--- src/rtl/apb_fifo_slave_if.sv ---
// APB3 signal bundle between an APB requester and apb_fifo_slave.
// PSLVERR exists only when APB_FIFO_SLVERR_EN is defined.
interface apb_fifo_slave_if;
  logic [3:0]  PADDR;
  logic        PWRITE;
  logic        PENABLE;
  logic [31:0] PWDATA;
  logic        PSEL;
  logic [31:0] PRDATA;
  logic        PREADY;
`ifdef APB_FIFO_SLVERR_EN
  logic        PSLVERR;
`endif

  modport master (
    output PADDR, PWRITE, PENABLE, PWDATA, PSEL,
    input  PRDATA, PREADY
`ifdef APB_FIFO_SLVERR_EN
    , input PSLVERR
`endif
  );

  modport slave (
    input  PADDR, PWRITE, PENABLE, PWDATA, PSEL,
    output PRDATA, PREADY
`ifdef APB_FIFO_SLVERR_EN
    , output PSLVERR
`endif
  );
endinterface

--- src/rtl/apb_fifo_slave.sv ---
// APB3 completer bridging the bus to a TX stream FIFO (APB writes, stream drains)
// and an RX stream FIFO (stream fills, APB reads). Wait states are inserted
// while the addressed FIFO is full (TX write) or empty (RX read).
// Optional feature macro: APB_FIFO_SLVERR_EN adds PSLVERR and a stall timeout
// that completes a stalled access with an error after TIMEOUT wait cycles.
module apb_fifo_slave #(
  parameter int unsigned DEPTH = 8
`ifdef APB_FIFO_SLVERR_EN
  ,
  parameter int unsigned TIMEOUT = 16
`endif
) (
  input  logic             PCLK,
  input  logic             PRESETn,
  apb_fifo_slave_if.slave  apb,
  output logic [31:0]      tx_data,
  output logic             tx_valid,
  input  logic             tx_ready,
  input  logic [31:0]      rx_data,
  input  logic             rx_valid,
  output logic             rx_ready
);
  localparam int unsigned PTR_W = $clog2(DEPTH);
  localparam int unsigned CNT_W = PTR_W + 1;

  localparam logic [1:0] REG_TXDATA = 2'd0;
  localparam logic [1:0] REG_RXDATA = 2'd1;
  localparam logic [1:0] REG_STATUS = 2'd2;
  localparam logic [1:0] REG_CTRL   = 2'd3;

  // SETUP: setup phase was captured, bus now sits in its first access cycle.
  // ACCESS: access phase extended by wait states.
  typedef enum logic [1:0] {
    IDLE   = 2'd0,
    SETUP  = 2'd1,
    ACCESS = 2'd2
  } state_t;

  state_t state;

  logic [31:0]      tx_mem [DEPTH];
  logic [31:0]      rx_mem [DEPTH];
  logic [PTR_W-1:0] tx_wr_ptr, tx_rd_ptr, rx_wr_ptr, rx_rd_ptr;
  logic [CNT_W-1:0] tx_count, rx_count;

  logic [1:0]  reg_sel;
  logic        access, stall, xfer;
  logic        tx_full, tx_empty, rx_full, rx_empty;
  logic        tx_push, tx_pop, tx_flush;
  logic        rx_push, rx_pop, rx_flush;
  logic [31:0] status;
  logic [31:0] prdata;
  logic        unused_paddr_bits;

  assign reg_sel           = apb.PADDR[3:2];
  assign unused_paddr_bits = ^apb.PADDR[1:0];

  assign tx_full  = (tx_count == CNT_W'(DEPTH));
  assign tx_empty = (tx_count == '0);
  assign rx_full  = (rx_count == CNT_W'(DEPTH));
  assign rx_empty = (rx_count == '0);

  assign access = (state != IDLE) & apb.PSEL & apb.PENABLE;
  assign stall  = access &
                  (( apb.PWRITE & (reg_sel == REG_TXDATA) & tx_full) |
                   (~apb.PWRITE & (reg_sel == REG_RXDATA) & rx_empty));

  // Side effects only on a normal (non-stalled) completion.
  assign xfer     = access & ~stall;
  assign tx_push  = xfer &  apb.PWRITE & (reg_sel == REG_TXDATA);
  assign rx_pop   = xfer & ~apb.PWRITE & (reg_sel == REG_RXDATA);
  assign tx_flush = xfer &  apb.PWRITE & (reg_sel == REG_CTRL) & apb.PWDATA[0];
  assign rx_flush = xfer &  apb.PWRITE & (reg_sel == REG_CTRL) & apb.PWDATA[1];

  assign tx_valid = ~tx_empty;
  assign tx_data  = tx_mem[tx_rd_ptr];
  assign tx_pop   = tx_valid & tx_ready;
  assign rx_ready = ~rx_full;
  assign rx_push  = rx_valid & rx_ready;

`ifdef APB_FIFO_SLVERR_EN
  localparam int unsigned STALL_W = $clog2(TIMEOUT + 1);

  logic [STALL_W-1:0] stall_cnt;
  logic               timeout;

  assign timeout     = stall & (stall_cnt == STALL_W'(TIMEOUT));
  assign apb.PREADY  = access & (~stall | timeout);
  assign apb.PSLVERR = timeout;

  // Count consecutive stalled access cycles; cleared on completion or abort.
  always_ff @(posedge PCLK or negedge PRESETn) begin
    if (!PRESETn) begin
      stall_cnt <= '0;
    end else if (!access || apb.PREADY) begin
      stall_cnt <= '0;
    end else begin
      stall_cnt <= stall_cnt + STALL_W'(1);
    end
  end
`else
  assign apb.PREADY = access & ~stall;
`endif

  // APB phase tracking; PSEL dropped mid-access returns to IDLE.
  always_ff @(posedge PCLK or negedge PRESETn) begin
    if (!PRESETn) begin
      state <= IDLE;
    end else begin
      case (state)
        IDLE: begin
          if (apb.PSEL && !apb.PENABLE) state <= SETUP;
        end
        SETUP, ACCESS: begin
          if (!apb.PSEL || apb.PREADY) state <= IDLE;
          else if (!apb.PENABLE)       state <= SETUP;
          else                         state <= ACCESS;
        end
        default: state <= IDLE;
      endcase
    end
  end

  assign status = {8'h00, 8'(rx_count), 8'(tx_count), 4'h0,
                   rx_empty, rx_full, tx_empty, tx_full};

  // Read data mux: show-ahead RX head or live status during read access.
  always_comb begin
    prdata = '0;
    if (access && !apb.PWRITE) begin
      case (reg_sel)
        REG_RXDATA: prdata = rx_mem[rx_rd_ptr];
        REG_STATUS: prdata = status;
        default:    prdata = '0;
      endcase
    end
  end

  assign apb.PRDATA = prdata;

  // TX FIFO pointers and occupancy; flush overrides same-cycle push/pop.
  always_ff @(posedge PCLK or negedge PRESETn) begin
    if (!PRESETn) begin
      tx_wr_ptr <= '0;
      tx_rd_ptr <= '0;
      tx_count  <= '0;
    end else if (tx_flush) begin
      tx_wr_ptr <= '0;
      tx_rd_ptr <= '0;
      tx_count  <= '0;
    end else begin
      if (tx_push) tx_wr_ptr <= tx_wr_ptr + PTR_W'(1);
      if (tx_pop)  tx_rd_ptr <= tx_rd_ptr + PTR_W'(1);
      if (tx_push && !tx_pop)      tx_count <= tx_count + CNT_W'(1);
      else if (!tx_push && tx_pop) tx_count <= tx_count - CNT_W'(1);
    end
  end

  // TX FIFO storage.
  always_ff @(posedge PCLK) begin
    if (tx_push) tx_mem[tx_wr_ptr] <= apb.PWDATA;
  end

  // RX FIFO pointers and occupancy; flush overrides same-cycle push/pop.
  always_ff @(posedge PCLK or negedge PRESETn) begin
    if (!PRESETn) begin
      rx_wr_ptr <= '0;
      rx_rd_ptr <= '0;
      rx_count  <= '0;
    end else if (rx_flush) begin
      rx_wr_ptr <= '0;
      rx_rd_ptr <= '0;
      rx_count  <= '0;
    end else begin
      if (rx_push) rx_wr_ptr <= rx_wr_ptr + PTR_W'(1);
      if (rx_pop)  rx_rd_ptr <= rx_rd_ptr + PTR_W'(1);
      if (rx_push && !rx_pop)      rx_count <= rx_count + CNT_W'(1);
      else if (!rx_push && rx_pop) rx_count <= rx_count - CNT_W'(1);
    end
  end

  // RX FIFO storage.
  always_ff @(posedge PCLK) begin
    if (rx_push) rx_mem[rx_wr_ptr] <= rx_data;
  end
endmodule
--- src/flat_wrapper.sv ---
// flat-port wrapper written by rule: the top's interface ports become plain ports
module apb_fifo_slave_flat 
#(
  parameter int unsigned DEPTH = 8

)
  (PCLK, PRESETn, tx_data, tx_valid, tx_ready, rx_data, rx_valid, rx_ready, apb_PADDR, apb_PWRITE, apb_PENABLE, apb_PWDATA, apb_PSEL, apb_PRDATA, apb_PREADY);
  apb_fifo_slave_if apb_i ();
  input  logic PCLK;
  input  logic PRESETn;
  output logic [31:0] tx_data;
  output logic tx_valid;
  input  logic tx_ready;
  input  logic [31:0] rx_data;
  input  logic rx_valid;
  output logic rx_ready;
  input wire logic [$bits(apb_i.PADDR)-1:0] apb_PADDR;
  input wire logic [$bits(apb_i.PWRITE)-1:0] apb_PWRITE;
  input wire logic [$bits(apb_i.PENABLE)-1:0] apb_PENABLE;
  input wire logic [$bits(apb_i.PWDATA)-1:0] apb_PWDATA;
  input wire logic [$bits(apb_i.PSEL)-1:0] apb_PSEL;
  output wire logic [$bits(apb_i.PRDATA)-1:0] apb_PRDATA;
  output wire logic [$bits(apb_i.PREADY)-1:0] apb_PREADY;
  assign apb_i.PADDR = apb_PADDR;
  assign apb_i.PWRITE = apb_PWRITE;
  assign apb_i.PENABLE = apb_PENABLE;
  assign apb_i.PWDATA = apb_PWDATA;
  assign apb_i.PSEL = apb_PSEL;
  assign apb_PRDATA = apb_i.PRDATA;
  assign apb_PREADY = apb_i.PREADY;
  apb_fifo_slave #(.DEPTH(DEPTH)) u_core (.PCLK(PCLK), .PRESETn(PRESETn), .apb(apb_i), .tx_data(tx_data), .tx_valid(tx_valid), .tx_ready(tx_ready), .rx_data(rx_data), .rx_valid(rx_valid), .rx_ready(rx_ready));
endmodule
--- config.mk ---
export PLATFORM = sky130hd
export DESIGN_NAME = apb_fifo_slave_flat
export DESIGN_NICKNAME = d
export VERILOG_FILES = /design/src/rtl/apb_fifo_slave_if.sv /design/src/rtl/apb_fifo_slave.sv /design/src/flat_wrapper.sv
export SDC_FILE = /design/constraint.sdc
export NUM_CORES = 1
export LEC_CHECK = 0
export CAP_MARGIN = 20
export CORE_UTILIZATION = 55
export CTS_BUF_LIST = sky130_fd_sc_hd__clkbuf_4
export DETAILED_ROUTE_END_ITERATION = 10
export PLACE_DENSITY = 0.73
export SLEW_MARGIN = 20
export SYNTH_ARGS = -nofsm -noshare
export SYNTH_HDL_FRONTEND = slang
export SYNTH_SLANG_ARGS = --single-unit
--- constraint.sdc ---
create_clock -name PCLK -period 13.69 [get_ports PCLK]
set_clock_uncertainty 0.05 [all_clocks]
set_input_delay 2.0535 -clock PCLK [delete_from_list [all_inputs] [get_ports PCLK]]
set_output_delay 2.0535 -clock PCLK [all_outputs]
set_load 0.005 [all_outputs]
After elaboration in Yosys (flattened, before gate mapping)
Memories as Yosys holds them, arrays and structs flattened.
Cells that the tools add are included.
{"block": "word_totals", "mem_bits_rw": 512, "out_inout_bits": 67, "memories": 2, "word_cells": 97, "regBits": 22, "inputBits": 75}
{"memory": "u_core.rx_mem", "depth": 8, "width": 32, "rd": 1, "rd_ports_with_merged_regs": 0, "write_ports": 1, "line": "apb_fifo_slave.sv:42", "text": "logic [31:0] rx_mem [DEPTH];"}
{"memory": "u_core.tx_mem", "depth": 8, "width": 32, "rd": 1, "rd_ports_with_merged_regs": 0, "write_ports": 1, "line": "apb_fifo_slave.sv:41", "text": "logic [31:0] tx_mem [DEPTH];"}
{"block": "op_classes", "n_eq_ne": 8, "reduce_logical": 26, "add_sub_neg": 8, "bitwise": 22, "n_mux": 24}
{"cell": "one-hot mux 32 bit (2 select lines)", "count": 1}
{"cell": "two-way mux 32 bit", "count": 1}
{"cell": "two-way mux 3 bit", "count": 8}
{"cell": "two-way mux 4 bit", "count": 6}
{"cell": "bitwise AND 1 bit", "count": 17}
{"cell": "adder 3 x 1 -> 3 bit (second input constant)", "count": 4}
{"cell": "nonzero test 2 bit", "count": 5}
{"cell": "adder 4 x 1 -> 4 bit (second input constant)", "count": 2}
{"cell": "== test 4 bit (second input constant)", "count": 2}
{"cell": "logical NOT 4 bit", "count": 2}
{"cell": "subtractor 4 x 1 -> 4 bit (second input constant)", "count": 2}
{"cell": "logical NOT 1 bit", "count": 7}
{"cell": "== test 2 bit (second input constant)", "count": 3}
{"cell": "logical AND 1 bit", "count": 6}
{"cell": "two-way mux 2 bit", "count": 3}
{"cell": "nonzero test 3 bit", "count": 2}
{"cell": "== test 2 x 1 -> 1 bit (second input constant)", "count": 2}
{"cell": "logical NOT 2 bit", "count": 2}
{"cell": "two-way mux 1 bit", "count": 4}
{"cell": "inverter 1 bit", "count": 4}
{"cell": "one-hot mux 2 bit (2 select lines)", "count": 1}
{"cell": "inequality test 2 x 1 -> 1 bit (second input constant)", "count": 1}
{"cell": "OR reduction 2 bit", "count": 1}
{"cell": "logical OR 1 bit", "count": 1}
{"cell": "OR 1 bit", "count": 1}

Longest topological paths before layout
Gate-level depths: netlist (run 1).
{"block": "depth", "word_depth": 14, "mapped_depth": 12}

Least setup slack after synthesis (run 1)
OpenSTA, ideal clock, no wires.
{"block": "synth_path", "kind": "input to register", "start": "input apb_PADDR[2]", "end": "memory u_core.tx_mem[5][0], enable pin", "setup_slack_ps": 7350, "path_stages": 5, "arrival_time_ps": 5789, "setup_ps": 501, "path_buffers": 0, "cell_sequence": "inv_1 ha_1 and3_1 a21o_1 nor4_1"}
{"block": "synth_between", "elab_chain_len": 11}
{"item": "from (decl)", "line": "flat_wrapper.sv:17", "text": "input wire logic [$bits(apb_i.PADDR)-1:0] apb_PADDR;"}
{"item": "== test 2 x 1 -> 1 bit / logical NOT 2 bit (equally long branches)", "line": "apb_fifo_slave.sv:66, apb_fifo_slave.sv:65, apb_fifo_slave.sv:70"}
{"item": "bitwise AND 1 bit (on tied branches) (2 in series)", "line": "apb_fifo_slave.sv:66, apb_fifo_slave.sv:65"}
{"item": "OR 1 bit", "line": "apb_fifo_slave.sv:65", "text": "(( apb.PWRITE & (reg_sel == REG_TXDATA) & tx_full) |"}
{"item": "bitwise AND 1 bit", "line": "apb_fifo_slave.sv:64", "text": "assign stall = access &"}
{"item": "inverter 1 bit", "line": "apb_fifo_slave.sv:69", "text": "assign xfer = access & ~stall;"}
{"item": "bitwise AND 1 bit", "line": "apb_fifo_slave.sv:69"}
{"item": "bitwise AND 1 bit", "line": "apb_fifo_slave.sv:70", "text": "assign tx_push = xfer & apb.PWRITE & (reg_sel == REG_TXDATA);"}
{"item": "bitwise AND 1 bit (*)", "line": "apb_fifo_slave.sv:70"}
{"item": "two-way mux 1 bit (*)", "line": "apb_fifo_slave.sv:161", "text": "if (tx_push) tx_mem[tx_wr_ptr] <= apb.PWDATA;"}
{"item": "two-way mux 1 bit (implied by the code) (*)", "line": "apb_fifo_slave.sv:161"}
{"item": "to (decl)", "line": "apb_fifo_slave.sv:41"}
Mark *: on every way between the ends. The rest lies on a longest branch, timed or not.

Final worst setup path (run 1)
{"block": "layout_path", "start": "input apb_PADDR[2]", "end": "output apb_PRDATA[3]"}
{"block": "layout_between", "elab_chain_len": 3}
{"item": "== test 2 bit / == test 2 x 1 -> 1 bit (equally long branches)", "line": "apb_fifo_slave.sv:131", "text": "case (reg_sel)"}
{"item": "one-hot mux 32 bit (2 select lines) (*)", "line": "apb_fifo_slave.sv:131"}
{"item": "two-way mux 32 bit (*)", "line": "apb_fifo_slave.sv:130", "text": "if (access && !apb.PWRITE) begin"}
{"item": "to (decl)", "line": "flat_wrapper.sv:22", "text": "output wire logic [$bits(apb_i.PRDATA)-1:0] apb_PRDATA;"}
Marks and branches as above.

==> results of run 1 <==
[final timing paths]
kind,start,endpoint
max,apb_PADDR[2],apb_PRDATA[3]
min,u_core.state[1],u_core.state[1]
max reg2reg,u_core.state[0],u_core.tx_mem[2][21]
min reg2reg,u_core.state[1],u_core.state[1]
max in group asynchronous,PRESETn,u_core.rx_rd_ptr[1]
min in group asynchronous,PRESETn,u_core.rx_rd_ptr[0]
[cell type report]
| cell class | instances | area, um2 | area share |
|---|---|---|---|
| Timing Repair Buffer | 164 | 1570 | 0.0634 |
| Inverter | 16 | 60.1 | 0.00242 |
| Clock buffer | 187 | 1400 | 0.0565 |
| Antenna cell | 4 | 10.0 | 0.000403 |
| Clock inverter | 35 | 362 | 0.0146 |
| Tap cell | 511 | 639 | 0.0257 |
| Multi-Input combinational cell | 403 | 4850 | 0.195 |
| Sequential cell | 534 | 15900 | 0.642 |
[logic make-up (layout without fill, tap and decap cells)]
| group | Yosys count | after routing | synth area share |
|---|---|---|---|
| and+or+nand+nor | 118 | 118 | 0.0275 |
| xor gates and xnor gates | 8 | 8 | 0.00335 |
| muxes | 198 | 198 | 0.164 |
| AOI/OAI and AO/OA | 61 | 61 | 0.0198 |
| other | 0 | 4 | 0 |
| DFF | 534 | 534 | 0.760 |
| buffers and inverters | 66 | 402 | 0.0134 |
| adders and majority gates | 18 | 18 | 0.0115 |
[layout by cell type (no fill, tap or decap), types with 3 or more instances in the layout]
master / count
a211o_1: 4
a21oi_1: 15
a221oi_1: 4
a22oi_1: 5
buf_4: 25
bufinv_16: 8
clkbuf_4: 187
clkdlybuf4s50_1: 138
clkinv_1: 21
dfrtp_1: 17
dfrtp_2: 3
diode_2: 4
edfxtp_1: 512
ha_1: 16
inv_1: 16
mux2_1: 4
mux2_2: 40
mux2i_1: 42
mux4_2: 112
nand2_1: 21
nand2b_1: 4
nand3_1: 14
nor2_1: 40
nor2_4: 8
nor2b_1: 3
nor3_1: 3
nor3_2: 5
o21ai_0: 5
o21ai_1: 3
o221ai_1: 4
o22ai_1: 8
xor2_1: 8
[flip-flops by register name, summed over array words and instances (netlist names)]
| register | cells |
|---|---|
| u_core.rx_wr_ptr | 3 |
| u_core.tx_mem | 256 |
| u_core.tx_wr_ptr | 3 |
| u_core.state | 2 |
| u_core.rx_count | 4 |
| u_core.tx_rd_ptr | 3 |
| u_core.rx_mem | 256 |
| u_core.rx_rd_ptr | 3 |
| u_core.tx_count | 4 |
[report_power, final]
group          leakage (nW)  switching, W  total, W  internal [W]
Sequential             4.89      0.000117   0.00205       0.00194
Combinational          2.18      0.000459   0.00103      0.000575
Clock                  1.02      0.000592   0.00137      0.000778
[critical path: stages]
cell,delay (ps)
clkdlybuf4s50_1,530
inv_1,80
ha_1,310
nand2_1,70
nor3_1,440
nand2_1,220
o21ai_1,210
clkdlybuf4s50_1,560
[through the flow]
| stage | cell area (um2) | hold WS, ps | cells | setup slack (ps) |
|---|---|---|---|---|
| floorplan | 20900 | 445 | 1003 | 7350 |
| global placement | 23100 | 467 | 1628 | 7120 |
| detailed placement | 23100 | 500 | 1628 | 7120 |
| CTS | 24800 | 519 | 1850 | 7110 |
| global route | 24800 | 565 | 1852 | 6910 |
| finish | 24800 | 520 | 1854 | 7120 |
[cells in the mapped netlist, types with 3 or more instances]
library cell	n
mux2i_1	42
o21ai_1	3
o22ai_1	8
o221ai_1	4
xor2_1	8
ha_1	16
o21ai_0	5
dfrtp_1	22
a21oi_1	15
nor3_1	8
mux2_1	4
a22oi_1	5
nand2_1	21
clkbuf_1	19
buf_1	9
mux4_2	112
nand3_1	14
a211o_1	4
nor2b_1	3
a221oi_1	4
buf_2	20
nand2b_1	4
mux2_2	40
edfxtp_1	512
nor2_1	48
inv_1	16
[per-layer routing]
layer,vias up,part of all wire,GRT usage
met5,-,0.00043,0
met4,2,0.020,0.0844
met3,72,0.061,0.0586
met2,330,0.52,0.359
met1,5364,0.40,0.268
li1,4709,-,-
==> flow_metrics.tcl, run 1 <==
set metrics [dict create \
    run_status "completed" \
    row_count 71 \
    dieArea_um2 38900 \
    antenna_found_initial 4 \
    synth_flop_cell "edfxtp_1" \
    r2r_setup_slack_ps 10330 \
    syn_area_um2 20900 \
    period_minus_slack_ps 6570 \
    synth_top_area_frac 0.734 \
    pin_count 142 \
    post-dp-hpwl_mm 21.9 \
    cts_hold_buffers 0 \
    max_freq_ghz 0.152 \
    yosys-top-cells-area "edfxtp_1, mux4_2, dfrtp_1, mux2_2, mux2i_1" \
    utilization 0.661 \
    via_count 10500 \
    grt_pass1_vias 11100 \
    via_per_inst 5.65 \
    maxCapViolations 0 \
    h-tree-depth 4 \
    cts_made_buffers 133 \
    setup.worst_path.class "in -> out" \
    min_path_cells 2 \
    clock_sinks 534 \
    grt_use_total 0.215 \
    yosys.area.top_type "edfxtp_1" \
    required_ps 11590 \
    drt_iter0_drc 612 \
    ys_ff_latch 534 \
    die_w_um 197 \
    synth.net_count 1096 \
    cp.arrival_ps 4470 \
    cts.clk_slew.worst_paths_ps 60 \
    drive_gt1_frac 0.302 \
    cts_tree "built" \
    ys_types 50 \
    slew_violations 0 \
    slew_headroom 0.361 \
    fillers 2519 \
    core_area_um2 37600 \
    final_nets 1345 \
    fin_crit_sh 0.480 \
    drtAntennaViolNets 0 \
    synth.avg_cell_area_um2 20.9 \
    drt_wl_total_mm 40.0 \
    synth_cells 1003 \
    cts_resized 0 \
    tightestPinTransition_ps 954 \
    grt_overflow_total 0 \
    clock_latency_ps 810 \
    ir_drop_mv 0.121 \
    worstSetupEndpointType "primary output" \
    drc 0 \
    setup_viol 0 \
    hold_viol 0 \
    hold_path.class "reg -> reg" \
    total_power_w 0.00446 \
    cts_setup_buffers 0 \
    synth_edf_count 512 \
    port_buffers 139 \
    crit_path_start_kind "input pin" \
    tns_ps 0 \
    wl_per_cell_um 21.6 \
    grt_setup_unrepaired "false" \
    area_delta_synth_final_pct 18.6 \
    worstRegToRegCells 7 \
    grt_start_max_net_pins 63 \
    yosysSeqAreaShare 0.760 \
    crit_fanout 6 \
    yosys_warnings 0 \
    gp_congestion 0.773 \
    first_pass_iters 5 \
    start_util 0.557 \
    total_leakage_power_nw 8.10 \
    async_flop_share 0.0412 \
    grt_first_pass_wirelength_mm 61.6 \
    dieHeight_um 197 \
    power.density_nw_per_um2 179 \
    cts_buffer_depth 3 \
    cts-root-buf "clkbuf_4" \
]
Note: power is estimated with default switching activity, not from simulation.
==> run 2, diff against run 1 <==
--- a/config.mk
+++ b/config.mk
@@ -9,7 +9,7 @@
 export CORE_UTILIZATION = 55
 export CTS_BUF_LIST = sky130_fd_sc_hd__clkbuf_4
 export DETAILED_ROUTE_END_ITERATION = 10
-export PLACE_DENSITY = 0.73
+export PLACE_DENSITY = 0.76
 export SLEW_MARGIN = 20
 export SYNTH_ARGS = -nofsm -noshare
 export SYNTH_HDL_FRONTEND = slang
==> constraint.sdc (replaced) <==
create_clock -name PCLK -period 5.76 [get_ports PCLK]
set_clock_uncertainty 0.05 [all_clocks]
set_input_delay 0.864 -clock PCLK [delete_from_list [all_inputs] [get_ports PCLK]]
set_output_delay 0.864 -clock PCLK [all_outputs]
set_load 0.005 [all_outputs]
==> run 2 against run 1 <==
Clock power is 130% higher. Sequential power increased by 140%. Routed wire length up 1.6%. Sequential share of layout area grew 0.15 points. First-iteration DRC count up 7.5%. Critical path depth fell by 3. Global-route usage increased by 0.15 points. Count of clock-buffer cells in the layout up 8. Utilization shrank 0.15 points. Die area stayed put. Non-clock buffer count up 3. Sequential cell count did not move. Highest routed layer unchanged.
==> flow_metrics.tcl, run 2 (synthesis results as in run 1) <==
set metrics [dict create \
    run_status "completed" \
    dp_slack_ps 1530 \
    start_util 0.557 \
    cts_buffer_depth 3 \
    utilization 0.659 \
    final_nets 1350 \
    crit_fanout 62 \
    cts_tree "built" \
    cts.clk_slew.worst_paths_ps 70 \
    cp_num_buf_inv 2 \
    port_buffers 139 \
    h-tree-depth 4 \
    period_minus_slack_ps 4780 \
    reg_top3 "u_core.rx_mem (256), u_core.tx_mem (256)" \
    ir_drop_mv 0.282 \
    crit_path_start_kind "register" \
    drtAntennaViolNets 0 \
    dieHeight_um 197 \
    tightestPinTransition_ps 1070 \
    total_leakage_power_nw 8.11 \
    grt_setup_unrepaired "false" \
    die_w_um 197 \
    core_area_um2 37600 \
    pin_count 142 \
    fin_cells 1853 \
    power.density_nw_per_um2 425 \
    area_delta_synth_final_pct 18.3 \
    via_per_inst 5.70 \
    setup_viol 0 \
    required_ps 4850 \
    dieArea_um2 38900 \
    crit_family "flip-flops" \
    drt_iter0_drc 658 \
    grt_use_total 0.216 \
    worstPathCellList "buf_4, mux4_2, mux2i_1, nor2_1, clkdlybuf4s50_1" \
    antenna_found_initial 4 \
    cts_made_buffers 135 \
    cts-root-buf "clkbuf_4" \
    hold_path.class "in -> async" \
    slew_headroom 0.286 \
    hold_viol 0 \
    clock_latency_ps 790 \
    slew_violations 0 \
    wl_per_cell_um 21.9 \
    drc 0 \
    layout_commonest_cell "edfxtp_1" \
    final_cell_mix "edfxtp_1, clkbuf_4, clkdlybuf4s50_1, mux4_2, mux2i_1" \
    tns_ps 0 \
    maxCapViolations 0 \
    worstSetupEndpointType "primary output" \
    crit_slowest_cell "dfrtp_4" \
    first_pass_iters 5 \
    worst_slack_ps 978 \
    setup.worst_path.class "reg -> out" \
    grt_pass1_vias 11100 \
    cpPeakStageDelay_ps 1130 \
    drt_wl_total_mm 40.6 \
    cts_setup_buffers 0 \
    row_count 71 \
    clock_sinks 534 \
    cts_hold_buffers 0 \
    fin_crit_sh 0.830 \
    drive_gt1_frac 0.308 \
    cts_resized 0 \
    grt_overflow_total 0 \
    grt_start_max_net_pins 63 \
    via_count 10600 \
    post-dp-hpwl_mm 23.1 \
    timing.hold.ws_ps 369 \
    gp_congestion 0.762 \
    dp.cells 1631 \
    max_freq_ghz 0.209 \
    grt_first_pass_wirelength_mm 61.7 \
    cp.arrival_ps 3870 \
]
-- run 2: changes by cell type in the layout (fill, tap and decap cells not counted), sizes merged --
cell and change:
clkbuf +8, buf +2, diode -2, bufinv -3
clkinvlp -2, inv +4, clkinv -9, clkdlybuf4s50 +1
-- run 2: metrics by stage --
stage          total power [W]  instance area [um2]
2_1_floorplan          0.00654                20900
3_3_place_gp           0.00742                23100
3_5_place_dp           0.00749                23100
4_1_cts                 0.0107                24800
5_1_grt                 0.0110                24800
6_report                0.0105                24800
-- run 2: final cells by class --
type / count / area [um2]
Sequential cell: 534 / 15900
Fill cell: 2527 / 12800
Multi-Input combinational cell: 403 / 4840
Timing Repair Buffer: 167 / 1600
Clock buffer: 195 / 1460
Tap cell: 511 / 639
Clock inverter: 25 / 229
Inverter: 16 / 60.1
Antenna cell: 2 / 5.00
-- run 2: layer usage --
| metal | vias to the layer above | wire, um | global-route usage |
|---|---|---|---|
| met3 | 66 | 2570 | 0.0604 |
| met1 | 5422 | 16600 | 0.272 |
| li1 | 4720 | - | - |
| met4 | 4 | 623 | 0.0778 |
| met2 | 346 | 20800 | 0.361 |
| met5 | - | 34 | 0 |
-- run 2: path summary, 6_finish.rpt --
path                                           from              endpoint  slack (ps)  depth (start not counted)
worst max-delay path            u_core.rx_rd_ptr[0]        apb_PRDATA[27]         980                          5
worst min-delay path                        PRESETn    u_core.rx_count[3]         370                          2
worst max register to register      u_core.state[0]  u_core.tx_mem[7][14]        2640                          7
worst min register to register      u_core.state[1]       u_core.state[1]         480                          2
max in group asynchronous                   PRESETn   u_core.tx_rd_ptr[0]        5010                          2
min in group PCLK                   u_core.state[1]       u_core.state[1]         480                          2
-- run 2: where the power goes --
part           internal, W  switching, W
clock network      0.00176       0.00140
registers          0.00460      0.000381
logic              0.00137       0.00100
==> run 3, diff against run 2 <==
==> constraint.sdc (replaced) <==
create_clock -name PCLK -period 4.1 [get_ports PCLK]
set_clock_uncertainty 0.05 [all_clocks]
set_input_delay 0.615 -clock PCLK [delete_from_list [all_inputs] [get_ports PCLK]]
set_output_delay 0.615 -clock PCLK [all_outputs]
set_load 0.005 [all_outputs]
==> run 3 against run 2 <==
Via count up 0.69%. Cell area up 0.68%. Power up 39%. Clock power up 31%. Utilization up 0.45 points. Count of clock-buffer cells in the layout down 2. Largest power group unchanged.
==> flow_metrics.tcl, run 3 (synthesis results as in run 1) <==
set metrics [dict create \
    run_status "completed" \
    maxCapViolations 0 \
    slew_headroom 0.527 \
    wl_per_cell_um 21.9 \
    gp_congestion 0.771 \
    drtAntennaViolNets 0 \
    cp_num_buf_inv 2 \
    hold_path.class "in -> async" \
    crit_slowest_cell "dfrtp_4" \
    stdcell_area_um2 24900 \
    use_met3 0.0620 \
    cts-root-buf "clkbuf_4" \
    ir_drop_mv 0.319 \
    dieArea_um2 38900 \
    start_util 0.557 \
    port_buffers 139 \
    worstPathCellList "buf_4, mux4_2, mux2i_1, nor2_1, clkdlybuf4s50_1" \
    cpPeakStageDelay_ps 620 \
    busiest_layer "met2" \
    max_freq_ghz 0.259 \
    worstRegToRegCells 11 \
    core_area_um2 37600 \
    final_nets 1360 \
    drt_iter0_drc 677 \
    setup.worst_path.class "reg -> out" \
    first_pass_iters 5 \
    tns_ps 0 \
    grt_start_max_net_pins 61 \
    row_count 71 \
    drt_wl_total_mm 40.9 \
    layout_commonest_cell "edfxtp_1" \
    clock_sinks 534 \
    post-dp-hpwl_mm 23.3 \
    tightestPinTransition_ps 707 \
    clock_latency_ps 790 \
    reg2reg_to "u_core.rx_count[3]" \
    drive_gt1_frac 0.311 \
    timing.hold.ws_ps 279 \
    crit_fanout 18 \
    cp.arrival_ps 3200 \
    total_leakage_power_nw 8.15 \
    use_met1 0.276 \
    r2r-start "u_core.state[0]" \
    required_ps 3430 \
    reg_top3 "u_core.rx_mem (256), u_core.tx_mem (256)" \
    place_area_um2 23300 \
    pin_count 142 \
    drc 0 \
    grt_use_total 0.219 \
    r2r_setup_slack_ps 1020 \
    grt_pass1_vias 11300 \
    power.density_nw_per_um2 586 \
    crit_path_start_kind "register" \
    grt_overflow_total 0 \
    die_w_um 197 \
    crit_family "buffers and inverters" \
    cts_buffer_depth 3 \
    cts_tree "built" \
    worstSetupEndpointType "primary output" \
    h-tree-depth 4 \
    antenna_found_initial 4 \
    cts_made_buffers 133 \
    area_delta_synth_final_pct 19.1 \
    fin_crit_sh 0.943 \
    period_minus_slack_ps 3870 \
    dieHeight_um 197 \
    grt_setup_unrepaired "false" \
    via_count 10600 \
    final_cell_mix "edfxtp_1, clkbuf_4, clkdlybuf4s50_1, mux4_2, mux2i_1" \
    setup_viol 0 \
    hold_viol 0 \
    grt_first_pass_wirelength_mm 62.9 \
    cts.clk_slew.worst_paths_ps 60 \
    via_per_inst 5.70 \
    use_met2 0.364 \
    slew_violations 0 \
]
-- run 3: metrics by stage --
stage / util / setup WS (ps) / total power [W] / std cells
floorplan: - / 27.2 / 0.00919 / 1003
global placement: 0.621 / 518 / 0.0105 / 1640
detailed placement: 0.621 / 493 / 0.0106 / 1640
CTS: 0.664 / 116 / 0.0148 / 1862
global route: 0.664 / 7.34 / 0.0154 / 1865
finish: 0.664 / 232 / 0.0146 / 1866
-- run 3: worst max path at each step --
stage | start | to | slack (ps) | cells after the start
after floorplan | apb_PADDR[2] | u_core.tx_mem[1][0] | 30 | 6
after global placement | apb_PADDR[2] | apb_PRDATA[1] | 520 | 7
after detailed placement | apb_PADDR[2] | apb_PRDATA[1] | 490 | 7
after CTS | u_core.rx_rd_ptr[0] | apb_PRDATA[13] | 120 | 5
after global routing | u_core.rx_rd_ptr[0] | apb_PRDATA[13] | 7 | 5
final | u_core.rx_rd_ptr[0] | apb_PRDATA[13] | 230 | 5
-- run 3: layout make-up --
class / instances / area, um2
antenna: 3 / 7.51
clock buffer: 193 / 1450
clock inverter: 27 / 131
fill: 2485 / 12600
inverter: 16 / 60.1
multi-input combinational: 403 / 4870
sequential: 534 / 15900
tap: 511 / 639
timing repair buffer: 179 / 1850
-- run 3: routing by layer --
layer	wire length, um	part of all wire
met4	744	0.018
met5	13	0.00032
met3	2840	0.070
met2	20800	0.51
met1	16500	0.40
-- run 3: timing repair --
action,in CTS,in global routing
hold buffers,0,1
hold endpoints to repair,0,22
gates resized for setup,0,0
setup buffers,2,0
endpoints found under the setup margin,14,0
-- run 3: power breakdown --
| group | switching (W) | leakage (nW) | internal [W] | total (W) |
|---|---|---|---|---|
| combinational | 0.00168 | 2.29 | 0.00202 | 0.00370 |
| sequential | 0.000307 | 4.89 | 0.00647 | 0.00677 |
| clock | 0.00195 | 0.963 | 0.00220 | 0.00415 |
| total | 0.00393 | 8.15 | 0.0107 | 0.0146 |
==> edit 1 (config.mk and constraints of run 2) <==
`DEPTH` is set to 8 in 2 places; all go to 4.
--- a/src/rtl/apb_fifo_slave.sv
+++ b/src/rtl/apb_fifo_slave.sv
@@ -5,5 +5,5 @@
 // that completes a stalled access with an error after TIMEOUT wait cycles.
 module apb_fifo_slave #(
-  parameter int unsigned DEPTH = 8
+  parameter int unsigned DEPTH = 4
 `ifdef APB_FIFO_SLVERR_EN
   ,
--- a/src/flat_wrapper.sv
+++ b/src/flat_wrapper.sv
@@ -2,5 +2,5 @@
 module apb_fifo_slave_flat 
 #(
-  parameter int unsigned DEPTH = 8
+  parameter int unsigned DEPTH = 4
 
 )
Function: changed (a bounded check fails within 10 cycles, from zero or initial values and one cycle with PRESETn low).
==> edit 1 against run 2 <==
Combinational power decreased by 46%. First-iteration DRC count fell by 46%. Final area decreased by 46%. Synthesized area decreased by 49%. Setup slack better by 500 ps. Register-to-register slack improved by 150 ps. Sequential cell count fell by 262. Total power fell by 48%. Routed wire length fell by 50%. Critical path type is now input pin to output port. Highest routed layer unchanged.
==> edit 1: results (changes against run 2) <==
## Timing
* **post-layout worst setup margin** 1470 ps, +497 ps
* **worst-margin pin slew** 899 ps, -172 ps
* **final hold slack** 522 ps, +153 ps

## Layout
* **non-filler instance count after layout** 1005, -46%
* **fillcell total** 1243, -51%
* **share of final-layout standard cells stronger than drive strength 1** 24.4%, -6.5 points
* **top flop regs** u_core.rx_mem: 128 flops, u_core.tx_mem: 128 flops
* **number of nets in the final layout** 790, -41%

## Setup path
* **setup slack of the worst register-to-register path** 2790 ps, +150 ps
* **start point of the critical path** apb_PADDR[3]
* **Max FO, Critical Path** 22, -65%
* **FF-to-FF path depth** 10, +3
* **arrival time at the worst endpoint** 3370 ps, -500 ps
* **Critical Path Sink** apb_PRDATA[18]
* **FF-to-FF End** u_core.tx_count[2]

## Route
* **number of detailed-routing iterations run before antenna repair** 4, -1
* **routed length per placed instance** 20.1 um, -8.2%
* **total via count in the routed design** 5558, -47%
* **met3 wirelength from detailed routing** 1330 um, -48%
* **wire length the detailed router placed on met1** 7830 um, -53%
* **met2 layer wire length in the routed design** 10600 um, -49%
* **iteration-0 DRC count of the detailed router** 355, -46%

## Synth
* **most area-consuming cells after synthesis** sky130_fd_sc_hd__edfxtp_1, sky130_fd_sc_hd__mux4_2, sky130_fd_sc_hd__dfrtp_1
* **EDFF count, synth** 256, -50%
* **number of distinct standard cells referenced by the synthesized netlist** 43, -14%
* **number of nets produced by synthesis** 593, -46%
* **Seq/Total Area, Yosys** 75.2%, -0.81 points
* **async set or reset register ratio after synthesis** 5.88%, +1.8 points
* **leading cell types by count after synthesis** sky130_fd_sc_hd__edfxtp_1, sky130_fd_sc_hd__mux4_2, sky130_fd_sc_hd__and2_1, sky130_fd_sc_hd__dfrtp_1, sky130_fd_sc_hd__ha_1
* **synthesized-area fraction occupied by ao, oa, aoi and oai cells** 2.09%, +0.12 points
* **instance count of the mapped netlist** 500, -50%
* **fraction of the mapped netlist area in adder cells** 2.23%, +1.1 points
* **post-synthesis xor/xnor area fraction** 0.489%, +0.15 points

## Global route
* **global routing met2 resource utilization** 36.9%, +0.81 points
* **met1 track utilization from global routing** 24.1%, -3.1 points
* **met3 track demand over resource** 6.61%, +0.57 points
* **global-route wire length before repair** 31600 um, -49%
* **largest net degree at the start of global routing** 36, -43%
* **antenna violations before repair** 2, -2
* **number of global-route vias before repair** 6059, -46%
* **global-route total usage across every layer** 21.2%, -0.39 points

## Clock network
* **clock-pin slew of the registers on the worst-case setup and hold paths** 50 ps, -20 ps
* **number of H-tree levels** 3, -1
* **Clock Latency Late Sink** 640 ps, -150 ps
* **TritonCTS Buffers** 69, -49%

## Hold path
* **worst min-delay path category** flip-flop to flip-flop

## Placement
* **placed standard-cell area** 12400 um^2, -46%
* **HPWL after detailed placement** 12300 um, -47%
* **Placed Cells incl. Taps** 886, -46%

## Outcome
* **result of the run** completed

## Pwr
* **standby leakage power** 4.49 nW, -45%
* **peak ir drop on the vdd network** 234 uV, -17%

edit 1: critical path: stages:
cell	delay [ps]
sky130_fd_sc_hd__clkdlybuf4s50_1	450
sky130_fd_sc_hd__inv_1	100
sky130_fd_sc_hd__ha_1	170
sky130_fd_sc_hd__nor2b_1	230
sky130_fd_sc_hd__and3_1	480
sky130_fd_sc_hd__buf_4	350
sky130_fd_sc_hd__a22o_1	190
sky130_fd_sc_hd__clkdlybuf4s50_1	540
edit 1: power breakdown:
group          total (mW)  internal, mW  switching [mW]  leakage, nW
logic                1.28         0.725           0.559         1.46
clock network        1.62         0.893           0.727        0.514
registers            2.55          2.41           0.139         2.52
edit 1: cell type report:
class,instances,area (um^2),share of cell area (%)
diodes,2,5.00,0.0377
repair buffers,148,1460,11.0
clock inverters,23,178,1.34
multi-input cells,192,2460,18.5
flip-flops and latches,272,8090,60.9
well taps,260,325,2.45
inverters,14,52.6,0.396
clock buffers,94,706,5.31
==> edit 2 (config.mk and constraints of run 2) <==
Made on the original files. Re-encode `state_t` (3 states) as one-hot, 3 bits wide.
--- a/src/rtl/apb_fifo_slave.sv
+++ b/src/rtl/apb_fifo_slave.sv
@@ -31,8 +31,8 @@
   // SETUP: setup phase was captured, bus now sits in its first access cycle.
   // ACCESS: access phase extended by wait states.
-  typedef enum logic [1:0] {
-    IDLE   = 2'd0,
-    SETUP  = 2'd1,
-    ACCESS = 2'd2
+  typedef enum logic [2:0] {
+    IDLE   = 3'b001,
+    SETUP  = 3'b010,
+    ACCESS = 3'b100
   } state_t;
 
Behaviour: same outputs for any inputs over 4 cycles, from zero or initial values and one cycle with PRESETn low; so few cycles prove little.
==> edit 2 against run 2 <==
Combinational power is 2% lower. Final area fell by 0.41%. Largest power group unchanged. Setup slack improved by 230 ps. Routed wire length down 2.4%. Synthesized area is 0.24% lower. Critical path type unchanged. Largest cell class unchanged. Total power decreased by 2.9%. Sequential cell count rose by 1. Register-to-register slack got worse by 140 ps.
==> edit 2: results (changes against run 2) <==
## Outcome
* **result of the run** completed

## Layout
* **number of nets in the final layout** 1321, -2.1%
* **fillcell total** 2489, -1.5%
* **share of final-layout standard cells stronger than drive strength 1** 31.8%, +0.98 points
* **non-filler instance count after layout** 1821, -1.7%

## Synth
* **async set or reset register ratio after synthesis** 4.30%, +0.18 points
* **Seq/Total Area, Yosys** 76.3%, +0.31 points
* **most area-consuming cells after synthesis** sky130_fd_sc_hd__edfxtp_1, sky130_fd_sc_hd__mux4_2, sky130_fd_sc_hd__dfrtp_1
* **leading cell types by count after synthesis** sky130_fd_sc_hd__edfxtp_1, sky130_fd_sc_hd__mux4_2, sky130_fd_sc_hd__nor2_1, sky130_fd_sc_hd__mux2i_1, sky130_fd_sc_hd__mux2_2
* **number of distinct standard cells referenced by the synthesized netlist** 43, -14%

## Setup path
* **worst stage delay on the critical path** 740 ps, -390 ps
* **setup slack of the worst register-to-register path** 2500 ps, -140 ps
* **FF-to-FF Start** u_core.state[0]
* **FF-to-FF path depth** 10, +3
* **Critical Path Sink** apb_PRDATA[23]
* **FF-to-FF End** u_core.tx_count[3]
* **arrival time at the worst endpoint** 3630 ps, -240 ps
* **slowest cell on the critical path** sky130_fd_sc_hd__nand3_1
* **Max FO, Critical Path** 20, -68%

## Global route
* **global-route wire length before repair** 60700 um, -1.6%
* **number of global-route vias before repair** 10923, -1.9%
* **antenna violations before repair** 3, -1
* **global-route total usage across every layer** 21.2%, -0.38 points

## Placement
* **HPWL after detailed placement** 23000 um, -0.31%
* **Placed Cells incl. Taps** 1602, -1.8%
* **final weighted congestion in routability-driven placement** 0.790, +3.7%

## Timing
* **worst-margin pin slew** 1130 ps, +62.5 ps
* **final hold slack** 381 ps, +12.1 ps

## Clock network
* **TritonCTS Buffers** 136, +0.74%

## Route
* **routed length per placed instance** 21.8 um, -0.68%

## Pwr
* **peak ir drop on the vdd network** 265 uV, -6.0%
* **standby leakage power** 7.96 nW, -1.8%

## edit 2: cell types whose count changed after synthesis, moves of 5 or more
| cell | before | now |
|---|---|---|
| sky130_fd_sc_hd__mux2i_1 | 42 | 33 |
| sky130_fd_sc_hd__mux2_2 | 40 | 32 |
| sky130_fd_sc_hd__o21ai_0 | 5 | 10 |
| sky130_fd_sc_hd__mux4_2 | 112 | 128 |
| sky130_fd_sc_hd__a22oi_1 | 5 | 0 |
## edit 2: logic make-up (layout without fill, tap and decap cells)
logic type      Yosys count  in the layout  synth area share, %
mux                     193            193                 17.1
buf+inv                  58            398                 1.19
other cells               0              2                    0
flops                   535            535                 76.3
simple gates            119            119                 2.76
xor+xnor                 12             12                0.503
fa+ha+maj                16             16                 1.03
compound gates           35             35                 1.07
## edit 2: critical path, delay by kind of cell, from the launching register on
kind	cells	cell delay, ps
buffers and inverters	2	790
flip-flops	1	570
AND/OR/NAND/NOR	4	1500
## edit 2: metal layers
metal | up-vias | wire [um] | global-route usage, %
met4 | 2 | 586 | 7.87
met5 | - | 13 | 0
met3 | 46 | 2390 | 5.61
met1 | 5316 | 16100 | 26.9
met2 | 330 | 20600 | 35.5
li1 | 4600 | - | -
## edit 2: area by class of cell
class	instances	area share, %
tap	511	2.59
antenna	2	0.0203
inverter	14	0.213
multi-input combinational	375	19.4
sequential	535	64.7
timing repair buffer	168	6.67
clock inverter	31	0.720
clock buffer	185	5.63
## edit 2: stage by stage
stage                     setup slack [ps]  area [um^2]
after floorplan                        387        20900
after global placement                1280        23100
after detailed placement              1240        23100
after CTS                             1100        24600
after global routing                   921        24700
final                                 1210        24700
## edit 2: power breakdown
part	internal (mW)	switching, mW	leakage, nW
logic	1.34	0.984	2.11
clock network	1.56	1.37	0.952
registers	4.61	0.348	4.90
